--- src/rtl/frame_source_arbiter_pkg.sv ---
// -----------------------------------------------------------------------------
// frame_source_arbiter_pkg
//   Shared definitions for the frame source arbiter: FSM state encoding,
//   default parameter values and a width helper used to size index and
//   counter fields.
//   No ports (package).
// -----------------------------------------------------------------------------
package frame_source_arbiter_pkg;

  // Two-bit encoding leaves room for illegal codes, which the top module
  // detects and recovers from.
  typedef enum logic [1:0] {
    ST_IDLE  = 2'd0,
    ST_GRANT = 2'd1
  } arb_state_e;

  localparam int unsigned NUM_SRC_DEFAULT     = 2;
  localparam int unsigned PAYLOAD_LEN_DEFAULT = 48;

  // Width needed to index n items; never returns zero.
  function automatic int unsigned idx_width(input int unsigned n);
    return (n > 1) ? $clog2(n) : 1;
  endfunction

endpackage

--- src/rtl/frame_source_arbiter_rr_priority_picker.sv ---
// -----------------------------------------------------------------------------
// rr_priority_picker
//   Purely combinational round-robin selector. Returns the first requesting
//   index at or after the pointer, scanning upward and wrapping from
//   NUM_SRC-1 to 0. NUM_SRC need not be a power of two.
// Ports
//   req_i      in   NUM_SRC  request vector
//   ptr_i      in   IDW      highest-priority index (must be < NUM_SRC)
//   idx_o      out  IDW      selected index (0 when nothing requests)
//   any_req_o  out  1        at least one request present
// -----------------------------------------------------------------------------
module rr_priority_picker
  import frame_source_arbiter_pkg::*;
#(
  parameter int unsigned NUM_SRC = NUM_SRC_DEFAULT,
  parameter int unsigned IDW     = idx_width(NUM_SRC)
) (
  input  logic [NUM_SRC-1:0] req_i,
  input  logic [IDW-1:0]     ptr_i,
  output logic [IDW-1:0]     idx_o,
  output logic               any_req_o
);

  // One extra bit so ptr + offset (at most 2*NUM_SRC-2) never overflows
  // before the explicit wrap.
  logic [IDW:0] cand;

  always_comb begin
    idx_o     = '0;
    any_req_o = 1'b0;
    cand      = '0;
    for (int k = 0; k < NUM_SRC; k++) begin
      cand = {1'b0, ptr_i} + (IDW+1)'(k);
      if (cand >= (IDW+1)'(NUM_SRC)) begin
        cand = cand - (IDW+1)'(NUM_SRC);
      end
      if (!any_req_o && req_i[cand[IDW-1:0]]) begin
        any_req_o = 1'b1;
        idx_o     = cand[IDW-1:0];
      end
    end
  end

endmodule

--- src/rtl/frame_source_arbiter.sv ---
// -----------------------------------------------------------------------------
// frame_source_arbiter
//   Frame-granular round-robin scheduler sharing the bit-serial input-FIFO
//   port of the frame former among NUM_SRC source FIFOs. Downstream it looks
//   like a single FIFO read port. The grant only moves after PAYLOAD_LEN bits
//   have been read, so every frame carries bits from exactly one source.
// Ports
//   CLK          in   1         clock, rising edge
//   RESET_N      in   1         synchronous reset, active low
//   SRC_DATA     in   NUM_SRC   source FIFO read data (1 cycle after SRC_RE)
//   SRC_RE       out  NUM_SRC   source FIFO read enables
//   SRC_EMPTY    in   NUM_SRC   source FIFO empty flags
//   SRC_EN       in   NUM_SRC   source enable mask, used only when arbitrating
//   FF_DATA      out  1         read data toward frame former
//   FF_RE        in   1         read enable from frame former
//   FF_EMPTY     out  1         empty flag toward frame former
//   GRANT_ID     out  IDW       currently granted source
//   GRANT_VALID  out  1         a grant is active
//   FRAME_DONE   out  1         pulse after the last bit of a grant is read
// -----------------------------------------------------------------------------
module frame_source_arbiter
  import frame_source_arbiter_pkg::*;
#(
  parameter  int unsigned NUM_SRC     = NUM_SRC_DEFAULT,
  parameter  int unsigned PAYLOAD_LEN = PAYLOAD_LEN_DEFAULT,
  localparam int unsigned IDW         = idx_width(NUM_SRC),
  localparam int unsigned CW          = idx_width(PAYLOAD_LEN)
) (
  input  logic               CLK,
  input  logic               RESET_N,
  input  logic [NUM_SRC-1:0] SRC_DATA,
  output logic [NUM_SRC-1:0] SRC_RE,
  input  logic [NUM_SRC-1:0] SRC_EMPTY,
  input  logic [NUM_SRC-1:0] SRC_EN,
  output logic               FF_DATA,
  input  logic               FF_RE,
  output logic               FF_EMPTY,
  output logic [IDW-1:0]     GRANT_ID,
  output logic               GRANT_VALID,
  output logic               FRAME_DONE
);

  localparam logic [CW-1:0]  LAST_CNT = CW'(PAYLOAD_LEN - 1);
  localparam logic [IDW-1:0] LAST_ID  = IDW'(NUM_SRC - 1);

  arb_state_e         state_q,       state_d;
  logic [IDW-1:0]     grant_id_q,    grant_id_d;
  logic               grant_valid_q, grant_valid_d;
  logic               frame_done_q,  frame_done_d;
  logic [IDW-1:0]     ptr_q,         ptr_d;
  logic [CW-1:0]      cnt_q,         cnt_d;
  logic [IDW-1:0]     data_sel_q,    data_sel_d;

  logic [NUM_SRC-1:0] eligible;
  logic [IDW-1:0]     pick_idx;
  logic               pick_any;
  logic               fwd;

  assign eligible = SRC_EN & ~SRC_EMPTY;

  rr_priority_picker #(
    .NUM_SRC (NUM_SRC),
    .IDW     (IDW)
  ) u_picker (
    .req_i     (eligible),
    .ptr_i     (ptr_q),
    .idx_o     (pick_idx),
    .any_req_o (pick_any)
  );

  always_comb begin
    state_d       = state_q;
    grant_id_d    = grant_id_q;
    grant_valid_d = grant_valid_q;
    frame_done_d  = 1'b0;
    ptr_d         = ptr_q;
    cnt_d         = cnt_q;
    data_sel_d    = data_sel_q;
    SRC_RE        = '0;
    FF_EMPTY      = 1'b1;
    fwd           = 1'b0;

    case (state_q)
      ST_IDLE: begin
        if (pick_any) begin
          grant_id_d    = pick_idx;
          grant_valid_d = 1'b1;
          state_d       = ST_GRANT;
        end
      end

      ST_GRANT: begin
        // A granted source that runs dry mid-frame simply stalls the port;
        // the grant is held until the frame's bit count is reached.
        FF_EMPTY           = SRC_EMPTY[grant_id_q];
        fwd                = FF_RE & ~FF_EMPTY;
        SRC_RE[grant_id_q] = fwd;
        if (fwd) begin
          data_sel_d = grant_id_q;
          if (cnt_q == LAST_CNT) begin
            cnt_d         = '0;
            ptr_d         = (grant_id_q == LAST_ID) ? '0 : grant_id_q + 1'b1;
            grant_valid_d = 1'b0;
            frame_done_d  = 1'b1;
            state_d       = ST_IDLE;
          end else begin
            cnt_d = cnt_q + 1'b1;
          end
        end
      end

      default: begin
        state_d       = ST_IDLE;
        grant_valid_d = 1'b0;
        cnt_d         = '0;
      end
    endcase

    // Reset is synchronous, so state_q may still read GRANT during the reset
    // cycle; keep the source FIFOs and the frame former quiet regardless.
    if (!RESET_N) begin
      SRC_RE   = '0;
      FF_EMPTY = 1'b1;
    end
  end

  always_ff @(posedge CLK) begin
    if (!RESET_N) begin
      state_q       <= ST_IDLE;
      grant_id_q    <= '0;
      grant_valid_q <= 1'b0;
      frame_done_q  <= 1'b0;
      ptr_q         <= '0;
      cnt_q         <= '0;
      data_sel_q    <= '0;
    end else begin
      state_q       <= state_d;
      grant_id_q    <= grant_id_d;
      grant_valid_q <= grant_valid_d;
      frame_done_q  <= frame_done_d;
      ptr_q         <= ptr_d;
      cnt_q         <= cnt_d;
      data_sel_q    <= data_sel_d;
    end
  end

`ifndef SYNTHESIS
  always_ff @(posedge CLK) begin
    if (RESET_N && (state_q != ST_IDLE) && (state_q != ST_GRANT)) begin
      $error("frame_source_arbiter: illegal state %0d", state_q);
    end
  end
`endif

  // data_sel lags the grant by one read, so the last bit of a frame still
  // comes from the old source after GRANT_VALID has dropped.
  assign FF_DATA     = SRC_DATA[data_sel_q];
  assign GRANT_ID    = grant_id_q;
  assign GRANT_VALID = grant_valid_q;
  assign FRAME_DONE  = frame_done_q;

endmodule
--- config.mk ---
export PLATFORM = sky130hd
export DESIGN_NAME = frame_source_arbiter
export DESIGN_NICKNAME = d
export VERILOG_FILES = /design/src/rtl/frame_source_arbiter_pkg.sv /design/src/rtl/frame_source_arbiter_rr_priority_picker.sv /design/src/rtl/frame_source_arbiter.sv
export SDC_FILE = /design/constraint.sdc
export NUM_CORES = 1
export LEC_CHECK = 0
export CORE_MARGIN = 2
export CORE_UTILIZATION = 44
export CTS_CLUSTER_DIAMETER = 100
export DETAILED_ROUTE_END_ITERATION = 8
export PLACE_DENSITY_LB_ADDON = 0.3
export SETUP_SLACK_MARGIN = 0.1
export SLEW_MARGIN = 10
export SYNTH_ARGS = -nofsm -noshare
export SYNTH_HDL_FRONTEND = slang
export SYNTH_SLANG_ARGS = --single-unit
--- constraint.sdc ---
create_clock -name CLK -period 1.7 [get_ports CLK]
set_input_delay 0.34 -clock CLK [delete_from_list [all_inputs] [get_ports CLK]]
set_output_delay 0.34 -clock CLK [all_outputs]
set_load 0.01 [all_outputs]
==> run metrics <==
WL final=1.52 mm; average via count per standard cell=5.61; nets=112; clock buffer depth=2; crit start category=flip-flop; Crit Path Category=reg -> out; syn_nets=80; Antenna Nets Post-Route=0; # clock sinks=11; share of Yosys cell area claimed by the top area cell type=37.5%; Commonest cells post-synth=11 x dfxtp_1, 7 x nand2_1, 6 x nand3_1, 5 x o21ai_0; CP Data Arrival Time=1.34 ns; Worst-path clk slew=0.07 ns; via count=651; RSZ-0062 raised after global routing=yes; Seq/Total Area, Yosys=37.5%; largest net degree at the start of global routing=8; CTS tree=yes; synthesis warning total=0; max_cap viols=0; Cells after Synth=70; drt first pass iters=4; dominant cell type by area after synthesis=dfxtp_1; Relative slew margins=81.6%; placer congestion estimate=0.846; Total Power=0.566 mW; Routed WL per cell=13.1 um; Overflow after GRT=0; Final Non-Filler Cells=116; Crit path max-delay family=flip-flops; vias in the first global route=563; top-count cell post-synth=dfxtp_1; Final period util=98.7%; CP max FO=2; Max Fclk=596 MHz; CP cell instances=mux2i_4 > buf_6 > nand4_1 > nor2_1 > buf_2; Slowest-stage cell, CP=dfxtp_4; Distinct cells, synth=28; status=complete, no violations; Hold Crit Class=reg -> reg; fillcell total=114; max-slew violations=0; Leak=0.358 nW; Synth area leaders=dfxtp_1 38%, mux2i_1 5.1%, nand3_1 5.1%; first-pass GRT wire length=2.39 mm; I/O Buffers=15; required time of the critical path=1.36 ns; CP Capture Type=output port; core area=1270 um^2; Max VDD drop=0.381 mV; pwr dens=630 nW/um^2; number of enable flip-flop cells after synthesis=0; CP max stage delay=0.36 ns; Starting DRT DRC Count=28; asr flop ratio synth=0%; GRT Total Usage=22.4%; I/O pin total=16; layout cell share with drive strength beyond 1=26.7%; antenna violations before repair=0; H-tree levels=1; dpl cells=109; overall die height=40.5 um; Area growth syn-to-layout=53.3%; predominant post-synthesis flop cell=dfxtp_1; ANT cells=0; CP Buf/Inv Count=2; Netlist Area Pre-Place=587 um^2; Root Driver=clkbuf_4; num rows=13; drt drc=0; syn avg cell area=8.38 um^2; post-DP HPWL=1.10 mm; setup violators final=0; Synth Register Bits=11; Fin. Hold Viols=0; Min Clock Period, post-route=1.68 ns; worst slew pin tran=0.276 ns; Starting Density=46.3%; Die W=40.5 um; Skew-Pair Late Insertion Delay=0.27 ns; Num CTS Buffers=3; Worst Skew=0.00494 ns; Die ar.=1640 um^2
==> kinds of logic (layout without fill, tap and decap cells) <==
kind of cell	count (synthesis)	after routing	synth area share (%)
AOI/OAI and AO/OA	18	18	20.3
buffers and inverters	5	36	3.20
adders and majority gates	1	1	2.13
DFF	11	11	37.5
muxes	5	5	9.59
and+or+nand+nor	30	30	27.3
==> routing by layer <==
layer / share of wire, % / vias to the layer above / track usage (%)
met5: 0 / - / 0
met4: 1.9 / 0 / 12.5
met3: 5.3 / 4 / 3.33
met2: 46 / 27 / 34.5
met1: 46 / 296 / 29.4
li1: - / 324 / -
==> cells in the final DEF, fill, tap and decap left out <==
cell type        netlist  final
buf_4                  0     12
dfxtp_1               11      9
clkdlybuf4s50_1        0      7
nand2b_1               4      4
nand2_1                7      7
nand4b_1               1      1
dfxtp_4                0      1
and2_1                 2      2
buf_6                  0      2
clkdlybuf4s15_1        0      1
o2111ai_1              2      2
nor3b_1                1      1
ha_1                   1      1
a211oi_1               1      1
nand3_1                6      6
o21ai_0                5      5
or4_1                  2      2
a32o_1                 1      1
o211ai_1               1      1
dlygate4sd2_1          0      4
clkbuf_4               0      3
nor4_4                 0      1
mux2_2                 1      1
a31oi_1                1      1
inv_1                  3      3
mux2i_4                0      1
o221ai_1               1      1
mux2_4                 1      1
a211o_2                1      1
buf_2                  0      3
nand4_1                1      1
clkbuf_1               2      1
mux2i_1                3      2
a21oi_1                4      4
nand3b_1               1      1
o22ai_1                1      1
nor2_1                 4      4
dfxtp_2                0      1
==> tightest hold or removal path, delay by kind of cell (launching register included) <==
family / cells / cell delay [ns]
and+or+nand+nor: 1 / 0.05
DFF: 1 / 0.31
muxes: 1 / 0.06
==> state kept, by name, summed over array words and instances (netlist names) <==
signal       cells
data_sel_q       1
FRAME_DONE       1
cnt_q            6
ptr_q            1
GRANT_VALID      1
GRANT_ID         1
==> final timing paths <==
check | start | end | slack [ns] | cells past startpoint
worst max register to register | GRANT_ID | cnt_q[5] | 0.05 | 4
worst min-delay path | ptr_q | ptr_q | 0.47 | 2
worst min register to register | ptr_q | ptr_q | 0.47 | 2
worst max-delay path | GRANT_ID | SRC_RE[1] | 0.02 | 5
==> metrics by stage <==
stage / cell area (um^2) / hold WS [ns] / setup TNS [ns] / worst slack, ns / util [%]
2_1_floorplan: 587 / 0.432 / 0 / 0.118 / -
3_3_place_gp: 831 / 0.444 / -2.36 / -0.394 / 65.5
3_5_place_dp: 831 / 0.460 / -2.54 / -0.428 / 65.5
4_1_cts: 858 / 0.471 / -0.00992 / -0.00603 / 67.7
5_1_grt: 900 / 0.501 / -0.0742 / -0.0381 / 70.9
6_report: 900 / 0.466 / 0 / 0.0229 / 70.9
==> final cells by class <==
| class | instances | area, um^2 | share of cell area, % |
|---|---|---|---|
| Inverter | 3 | 11.3 | 1.25 |
| Tap cell | 15 | 18.8 | 2.09 |
| Sequential cell | 11 | 225 | 25.0 |
| Multi-Input combinational cell | 54 | 375 | 41.7 |
| Clock buffer | 4 | 26.3 | 2.92 |
| Timing Repair Buffer | 29 | 243 | 27.0 |
==> power breakdown <==
group | switching (mW) | internal, mW | leakage (nW)
Clock | 0.0931 | 0.0910 | 0.0150
Combinational | 0.0501 | 0.0648 | 0.253
Sequential | 0.00579 | 0.262 | 0.0900
==> repair_timing <==
item                       CTS  global route
hold buffers                 0             0
setup endpoints to repair   10             7
pin swaps                    2             3
buffers inserted             2             1
gates cloned                 0             0
resized for setup           21             6
Power figures use the tool's default switching activity.
